**config.mk**
```make
export PLATFORM = sky130hd
export DESIGN_NAME = seq_detector_param_flat
export DESIGN_NICKNAME = d
export VERILOG_FILES = /design/src/rtl/seq_detector_param_pkg.sv /design/src/rtl/seq_detector_param_if.sv /design/src/rtl/seq_detector_param_counter.sv /design/src/rtl/seq_detector_param.sv /design/src/flat_wrapper.sv
export SDC_FILE = /design/constraint.sdc
export NUM_CORES = 1
export LEC_CHECK = 0
export ABC_AREA = 1
export CAP_MARGIN = 15
export CORE_MARGIN = 5
export CORE_UTILIZATION = 50
export DETAILED_ROUTE_END_ITERATION = 10
export PLACE_DENSITY = 0.75
export SYNTH_ARGS = -nofsm -noshare
export SYNTH_HDL_FRONTEND = slang
export SYNTH_SLANG_ARGS = --single-unit
```
**constraint.sdc**
```tcl
create_clock -name clk -period 3 [get_ports clk]
set_input_delay 0.9 -clock clk [delete_from_list [all_inputs] [get_ports clk]]
set_output_delay 0.9 -clock clk [all_outputs]
set_load 0.02 [all_outputs]
```
**src/rtl/seq_detector_param_pkg.sv**
```systemverilog
// Shared constants and mode encoding for the parametrised serial pattern detector.
package seq_det_pkg;

    localparam int MAX_LEN_DEF = 8;
    localparam int LEN_W       = $clog2(MAX_LEN_DEF + 1);

    typedef enum logic {
        MODE_NONOVL = 1'b0,
        MODE_OVL    = 1'b1
    } mode_e;

endpackage

```
**src/rtl/seq_detector_param_if.sv**
```systemverilog
// Serial data + host configuration bus of the pattern detector.
interface seq_detector_param_if #(
    parameter int MAX_LEN = seq_det_pkg::MAX_LEN_DEF,
    parameter int CNT_W   = 16
);
    localparam int LW = $clog2(MAX_LEN + 1);

    logic               din_valid;
    logic               din;
    logic               cfg_load;
    logic [MAX_LEN-1:0] cfg_pattern;
    logic [LW-1:0]      cfg_len;
    logic               cfg_overlap;
    logic               cfg_err;
    logic               match;
    logic               match_q;
    logic [CNT_W-1:0]   match_count;

    modport master (
        output din_valid, din, cfg_load, cfg_pattern, cfg_len, cfg_overlap,
        input  cfg_err, match, match_q, match_count
    );

    modport slave (
        input  din_valid, din, cfg_load, cfg_pattern, cfg_len, cfg_overlap,
        output cfg_err, match, match_q, match_count
    );
endinterface

```
**src/rtl/seq_detector_param_counter.sv**
```systemverilog
// Saturating up-counter with synchronous clear; clear wins over increment.
module sat_counter #(
    parameter int CNT_W = 16
) (
    input  logic             clk,
    input  logic             rst,
    input  logic             inc_i,
    input  logic             clr_i,
    output logic [CNT_W-1:0] count_o
);
    logic [CNT_W-1:0] count_q, count_d;

    always_comb begin
        count_d = count_q;
        if (clr_i) begin
            count_d = '0;
        end else if (inc_i && (count_q != '1)) begin
            count_d = count_q + CNT_W'(1);
        end
    end

    always_ff @(posedge clk) begin
        if (rst) begin
            count_q <= '0;
        end else begin
            count_q <= count_d;
        end
    end

    assign count_o = count_q;
endmodule

```
**src/rtl/seq_detector_param.sv**
```systemverilog
// Serial bit-pattern detector with runtime-loadable pattern/length, overlap mode,
// same-cycle Mealy match, registered match and saturating match counter.
module seq_detector_param import seq_det_pkg::*; #(
    parameter int                 MAX_LEN     = MAX_LEN_DEF,
    parameter int                 CNT_W       = 16,
    parameter logic [MAX_LEN-1:0] DEF_PATTERN = MAX_LEN'(4'b1001),
    parameter int                 DEF_LEN     = 4,
    parameter bit                 DEF_OVERLAP = 1'b0
) (
    input  logic                 clk,
    input  logic                 rst,
    seq_detector_param_if.slave  bus
);
    localparam int LW = $clog2(MAX_LEN + 1);

    logic [MAX_LEN-1:0] hist_q, hist_d;
    logic [MAX_LEN-1:0] pattern_q, pattern_d;
    logic [LW-1:0]      fill_q, fill_d;
    logic [LW-1:0]      len_q, len_d;
    mode_e              mode_q, mode_d;
    logic               cfgErr_q, cfgErr_d;
    logic               matchQ_q;

    logic [MAX_LEN-1:0] lenMask;
    logic [MAX_LEN-1:0] shifted;
    logic               accept;
    logic               cfgOk;
    logic               fillOk;
    logic               patOk;
    logic               matchNow;
    logic               cntClr;
    logic [CNT_W-1:0]   count;

    // Only the low len bits of the window take part in the comparison.
    always_comb begin
        lenMask = '0;
        for (int i = 0; i < MAX_LEN; i++) begin
            lenMask[i] = (i < int'(len_q));
        end
    end

    assign shifted  = {hist_q[MAX_LEN-2:0], bus.din};
    assign accept   = bus.din_valid & ~bus.cfg_load;
    assign cfgOk    = (bus.cfg_len != '0) && (int'(bus.cfg_len) <= MAX_LEN);
    assign fillOk   = (int'(fill_q) + 1) >= int'(len_q);
    assign patOk    = ((shifted ^ pattern_q) & lenMask) == '0;
    assign matchNow = accept & fillOk & patOk;
    assign cntClr   = bus.cfg_load & cfgOk;

    always_comb begin
        hist_d    = hist_q;
        pattern_d = pattern_q;
        fill_d    = fill_q;
        len_d     = len_q;
        mode_d    = mode_q;
        cfgErr_d  = bus.cfg_load & ~cfgOk;
        if (bus.cfg_load) begin
            if (cfgOk) begin
                pattern_d = bus.cfg_pattern;
                len_d     = bus.cfg_len;
                mode_d    = mode_e'(bus.cfg_overlap);
                hist_d    = '0;
                fill_d    = '0;
            end
        end else if (bus.din_valid) begin
            hist_d = shifted;
            // Non-overlapping mode restarts the fill so the next match needs len fresh bits.
            if (matchNow && (mode_q == MODE_NONOVL)) begin
                fill_d = '0;
            end else if (int'(fill_q) < MAX_LEN) begin
                fill_d = fill_q + LW'(1);
            end
        end
    end

    always_ff @(posedge clk) begin
        if (rst) begin
            hist_q    <= '0;
            fill_q    <= '0;
            pattern_q <= DEF_PATTERN;
            len_q     <= LW'(DEF_LEN);
            mode_q    <= mode_e'(DEF_OVERLAP);
            cfgErr_q  <= 1'b0;
            matchQ_q  <= 1'b0;
        end else begin
            hist_q    <= hist_d;
            fill_q    <= fill_d;
            pattern_q <= pattern_d;
            len_q     <= len_d;
            mode_q    <= mode_d;
            cfgErr_q  <= cfgErr_d;
            matchQ_q  <= matchNow;
        end
    end

    sat_counter #(.CNT_W(CNT_W)) u_matchCount (
        .clk     (clk),
        .rst     (rst),
        .inc_i   (matchNow),
        .clr_i   (cntClr),
        .count_o (count)
    );

    assign bus.match       = matchNow;
    assign bus.match_q     = matchQ_q;
    assign bus.cfg_err     = cfgErr_q;
    assign bus.match_count = count;
endmodule

```
**src/flat_wrapper.sv**
```systemverilog
// flat-port wrapper written by rule: the top's interface ports become plain ports
module seq_detector_param_flat import seq_det_pkg::*;
#(
    parameter int                 MAX_LEN     = MAX_LEN_DEF,
    parameter int                 CNT_W       = 16,
    parameter logic [MAX_LEN-1:0] DEF_PATTERN = MAX_LEN'(4'b1001),
    parameter int                 DEF_LEN     = 4,
    parameter bit                 DEF_OVERLAP = 1'b0
)
  (clk, rst, bus_din_valid, bus_din, bus_cfg_load, bus_cfg_pattern, bus_cfg_len, bus_cfg_overlap, bus_cfg_err, bus_match, bus_match_q, bus_match_count);
  seq_detector_param_if #(.MAX_LEN(MAX_LEN), .CNT_W(CNT_W)) bus_i ();
  input  logic clk;
  input  logic rst;
  input wire logic [$bits(bus_i.din_valid)-1:0] bus_din_valid;
  input wire logic [$bits(bus_i.din)-1:0] bus_din;
  input wire logic [$bits(bus_i.cfg_load)-1:0] bus_cfg_load;
  input wire logic [$bits(bus_i.cfg_pattern)-1:0] bus_cfg_pattern;
  input wire logic [$bits(bus_i.cfg_len)-1:0] bus_cfg_len;
  input wire logic [$bits(bus_i.cfg_overlap)-1:0] bus_cfg_overlap;
  output wire logic [$bits(bus_i.cfg_err)-1:0] bus_cfg_err;
  output wire logic [$bits(bus_i.match)-1:0] bus_match;
  output wire logic [$bits(bus_i.match_q)-1:0] bus_match_q;
  output wire logic [$bits(bus_i.match_count)-1:0] bus_match_count;
  assign bus_i.din_valid = bus_din_valid;
  assign bus_i.din = bus_din;
  assign bus_i.cfg_load = bus_cfg_load;
  assign bus_i.cfg_pattern = bus_cfg_pattern;
  assign bus_i.cfg_len = bus_cfg_len;
  assign bus_i.cfg_overlap = bus_cfg_overlap;
  assign bus_cfg_err = bus_i.cfg_err;
  assign bus_match = bus_i.match;
  assign bus_match_q = bus_i.match_q;
  assign bus_match_count = bus_i.match_count;
  seq_detector_param #(.MAX_LEN(MAX_LEN), .CNT_W(CNT_W), .DEF_PATTERN(DEF_PATTERN), .DEF_LEN(DEF_LEN), .DEF_OVERLAP(DEF_OVERLAP)) u_core (.clk(clk), .rst(rst), .bus(bus_i));
endmodule
```
---- Word level (Yosys, flattened, before mapping) ----
Cells that the tools add are included.
word-level totals
  register bits after elaboration ......... 42
  output and inout port bits .............. 19
  logic and storage cells ................. 53
  input bits .............................. 18
operators by class
  mux-type cells .......................... 8
  $lt $le $gt $ge ......................... 11
  equality and inequality tests ........... 2
  reduce and logical (&&, ||, !) cells .... 11
  $add $sub $neg .......................... 3
  bitwise operators ....................... 10
operator list
  cell                                                                     number
  32-bit by 5-bit greater-or-equal comparator with 1-bit output            1
  7-bit two-way mux                                                        3
  4-bit two-way mux                                                        5
  16-bit by 1-bit adder with 16-bit output, second input constant          1
  3-bit by 4-bit < comparator with 1-bit output, first input constant      4
  16-bit inequality test, second input constant                            1
  8-bit bitwise AND                                                        1
  8-bit logical NOT                                                        1
  1-bit by 4-bit < comparator with 1-bit output, first input constant      2
  2-bit by 4-bit < comparator with 1-bit output, first input constant      2
  8-bit bitwise XOR                                                        1
  4-bit by 1-bit adder with 5-bit output, second input constant            1
  1-bit bitwise AND                                                        5
  4-bit by 1-bit adder with 4-bit output, second input constant            1
  4-bit <= comparator, second input constant                               1
  4-bit < comparator, second input constant                                1
  2-bit AND reduction                                                      2
  4-bit nonzero test                                                       1
  1-bit logical AND                                                        3
  1-bit NOT                                                                3
  3-bit AND reduction                                                      1
  3-bit nonzero test                                                       1
  2-bit by 1-bit inequality test with 1-bit output, second input constant  1
  2-bit nonzero test                                                       1
  2-bit OR reduction                                                       1

---- Depth between registers and ports, before layout ----
  depth in word-level cells ............... 8
  mapped depth ............................ 13
  mapped depth without buffers ............ 13

---- Cells and area by module ----
A second synthesis with hierarchy kept.
unflattened totals
  cells, all modules ...................... 352
  area total of the unflattened synthesis .. 2372.3 um2
modules (own cells, without submodules)
  module              sequential area each (um2)  cells an instance  area an instance (um2)  instances
  seq_detector_param  520.5                       196                1367.6                  1
  sat_counter         320.3                       156                1004.7                  1

---- Worst setup path after synthesis ----
OpenSTA, ideal clock, no wires.
  kind .................................... in2out
  from .................................... input port bus_din_valid
  to ...................................... output port bus_match
  stages on the path ...................... 7
  arrival ................................. 1.710 ns
  slack ................................... 0.390 ns
  buffers on the path ..................... 2
  required time ........................... 2.100 ns
  cells stage by stage .................... inv_1 -> nor2_4 -> nand2_1 -> nor2_1 -> and3_1 -> buf_6 -> buf_6
on the way
  cells in the longest elaborated chain, start to end .. 3
RTL lines
  what                             line                      RTL
  start, declared                  flat_wrapper.sv:14        input wire logic [$bits(bus_i.din_valid)-1:0] bus_din_valid;
  1-bit bitwise AND                seq_detector_param.sv:43  assign accept = bus.din_valid & ~bus.cfg_load;
  1-bit bitwise AND (2 in series)  seq_detector_param.sv:47  assign matchNow = accept & fillOk & patOk;
  end, declared                    flat_wrapper.sv:21        output wire logic [$bits(bus_i.match)-1:0] bus_match;
No other way between the ends.

---- Final worst setup path ----
  from .................................... input port bus_cfg_load
  to ...................................... output port bus_match
on the way
  cells in the longest elaborated chain, start to end .. 4
RTL lines
  what                             line                      RTL
  start, declared                  flat_wrapper.sv:16        input wire logic [$bits(bus_i.cfg_load)-1:0] bus_cfg_load;
  1-bit NOT                        seq_detector_param.sv:43
  1-bit bitwise AND                seq_detector_param.sv:43
  1-bit bitwise AND (2 in series)  seq_detector_param.sv:47
No other way between the ends.

==> out/metrics.cfg <==
[status]
outcome = completed

[clock_tree]
postCtsSetupRepairBufs = 0
numCtsBuffers = 5
clk_path_buf_depth = 2
cts_tree = built
clock_sinks = 42
clk_pin_slew_ns = 0.09
insertion_delay_ns = 0.30
ctsRootBufferMaster = clkbuf_8
htree_levels = 2

[die]
dieArea_sq_um = 6010
io-pin-count = 37
coreArea_sq_um = 4380
die_y_um = 77.5
start_util = 0.520
die_width_um = 77.5
core.rowCount = 24

[cells_and_area]
drive_gt1_frac = 0.111
area_growth_pct = 24.7
layout.cells.non_filler = 422
layout_commonest_cell = nand2_1
final_cell_mix = nand2_1, dfxtp_1, nand3_1
antenna_cells = 0
nNetsFinal = 393

[yosys]
synth_seq_cells = 42
yosysWarnings = 0
synth-edff-count = 0
synth_fp_nets = 350
synth_top_flop_cell = dfxtp_1
ys_types = 33
netlist_area_sq_um = 2280
synthesis.instances = 326
avgSynthCellArea_sq_um = 7.00
seq_area_frac_synth = 0.369
async_flop_share = 0

[critical_path]
cp.arrival_ns = 2.04
crit_chain = clkdlybuf4s50_1 -> nor2_4 -> nand2_1 -> nor2_2 -> and3_4 -> buf_4
worst_setup_path_end_kind = output pin
reg2reg_slack_ns = 0.84
path_depth = 6
crit_fanout = 2
crit_slowest_cell = clkdlybuf4s50_1
timing.rr.end = u_core.u_matchCount.count_o[15]
rr_worst_depth = 12
r2r_start = u_core.fill_q[0]
crit_type = input port to output pin
cp.required_ns = 2.10
max_stage_delay_ns = 0.48
crit_buf_inv = 2
cp_top_family = buffers and inverters
cp-start-kind = input port

[pwr]
p_leak_nw = 1.18
vdd_drop_max_uv = 290
power_per_cell_area_nw_per_um2 = 422
fin_total_pwr_w = 0.00120

[global_routing]
antenna_found_initial = 0
grt_pass1_vias = 2018
grt_overflow = 0
grt_start_max_net_pins = 19
grt_first_pass_wirelength_um = 9050
grtUsageTotal = 0.178

[sta]
fmax_ghz = 0.340
final_hold_viol_count = 0
tightest_slew_ns = 0.538
fin_crit_ns = 2.94
finalCritPeriodShare = 0.979
slew_violations = 0
relSlewSlack = 0.640
rsz0062_at_grt = false
fin_skew_ns = 0.00817
setup_viol = 0
setup_slack_ns = 0.0625

[route]
wire_per_inst_um = 12.3
vias = 2155
vias_per_cell = 5.11
wirelength_um = 5170
drc = 0
ant_nets = 0
drt_iter0_drc = 115
first_pass_iters = 4

[hold_path]
whs_path_depth = 2
hold_class = register to register
min_to = u_core.mode_q
holdCritStartpoint = u_core.mode_q

[place]
place_worst_setup_slack_ns = -0.549
routabilityCongestion = 0.815
portBuffers = 36
place_inst = 414
dp_hpwl_um = 3740

[run]
drv_cap = 0

==> power breakdown <==
| group | switching (W) | internal (W) |
|---|---|---|
| sequential | 0.0000131 | 0.000576 |
| clock | 0.000204 | 0.000245 |
| combinational | 0.0000922 | 0.0000711 |
| total | 0.000309 | 0.000892 |
==> per-stage QoR <==
step                      area [sq um]  hold WS [ns]  TNS, ns   util
after floorplan                   2280         0.430        0      -
after global placement            2720         0.457   -0.522  0.619
after detailed placement          2720         0.458   -0.549  0.619
after CTS                         2830         0.472        0  0.645
after global routing              2840         0.490        0  0.649
final                             2840         0.474        0  0.649
==> metal layers <==
| metal | GRT usage | wire length (um) | up-vias | share of wire |
|---|---|---|---|---|
| met3 | 0.0394 | 221 | 6 | 0.043 |
| met5 | 0 | 0 | - | 0 |
| met4 | 0.0515 | 77 | 0 | 0.015 |
| li1 | - | - | 1131 | - |
| met1 | 0.230 | 2430 | 985 | 0.47 |
| met2 | 0.298 | 2440 | 33 | 0.47 |
==> worst register-to-register path: stages, from the launching register on <==
cell     delay, ns
dfxtp_2       0.34
ha_1          0.22
xor2_1        0.16
ha_1          0.28
nand2_1       0.05
inv_1         0.05
a21oi_1       0.06
nor2_1        0.12
and3_4        0.21
buf_4         0.23
nand2_4       0.17
nand2_1       0.12
a21oi_2       0.05
==> cell usage after synthesis, drive strengths merged (2+ instances only) <==
master	instances	area share
nand2	91	0.15
dfxtp	42	0.37
nand3	38	0.086
a21oi	36	0.086
inv	35	0.058
nor2	29	0.055
xor2	10	0.038
xnor2	8	0.031
o21ai	7	0.015
ha	6	0.033
buf	5	0.019
clkbuf	4	0.0066
nand4	3	0.015
nand3b	2	0.0066
nor3	2	0.0066
o211ai	2	0.0066
or2	2	0.0055
==> worst max-delay path by stage <==
stage                     start        end  slack [ns]
3_5_place_dp            bus_din  bus_match       -0.55
3_3_place_gp            bus_din  bus_match       -0.52
5_1_grt        u_core.fill_q[2]  bus_match       0.002
6_report           bus_cfg_load  bus_match        0.06
2_1_floorplan     bus_din_valid  bus_match        0.39
4_1_cts            bus_cfg_load  bus_match        0.03
==> kinds of logic (layout without fill, tap and decap cells) <==
| group | count (synthesis) | after routing | share of synthesized area |
|---|---|---|---|
| AND/OR/NAND/NOR | 169 | 169 | 0.334 |
| XOR/XNOR | 18 | 18 | 0.0691 |
| flip-flops | 42 | 42 | 0.369 |
| adder cells (fa/ha/maj) | 6 | 6 | 0.0329 |
| buffers and inverters | 45 | 89 | 0.0850 |
| AO/OA/AOI/OAI | 46 | 46 | 0.110 |
==> flip-flops by register name (all words and copies together) (netlist names) <==
register / flops
u_core.mode_q: 1
u_core.hist_q: 7
u_core.bus.cfg_err: 1
u_core.pattern_q: 8
u_core.bus.match_q: 1
u_core.u_matchCount.count_o: 16
u_core.len_q: 4
u_core.fill_q: 4
==> repair_timing <==
item                                    4_1_cts  5_1_grt
hold buffers                                  0        0
pin swaps                                     0        1
endpoints found under the setup margin        1        1
resized for setup                             8        5
gates cloned                                  0        0
==> area by class of cell <==
type / instances / area (sq um)
clock buffer: 5 / 68.8
clock inverter: 3 / 40.0
fill: 392 / 1540
inverter: 36 / 135
multi-input combinational: 239 / 1270
sequential: 42 / 845
tap: 52 / 65.1
timing repair buffer: 45 / 424
Note: power is estimated with default switching activity, not from simulation.
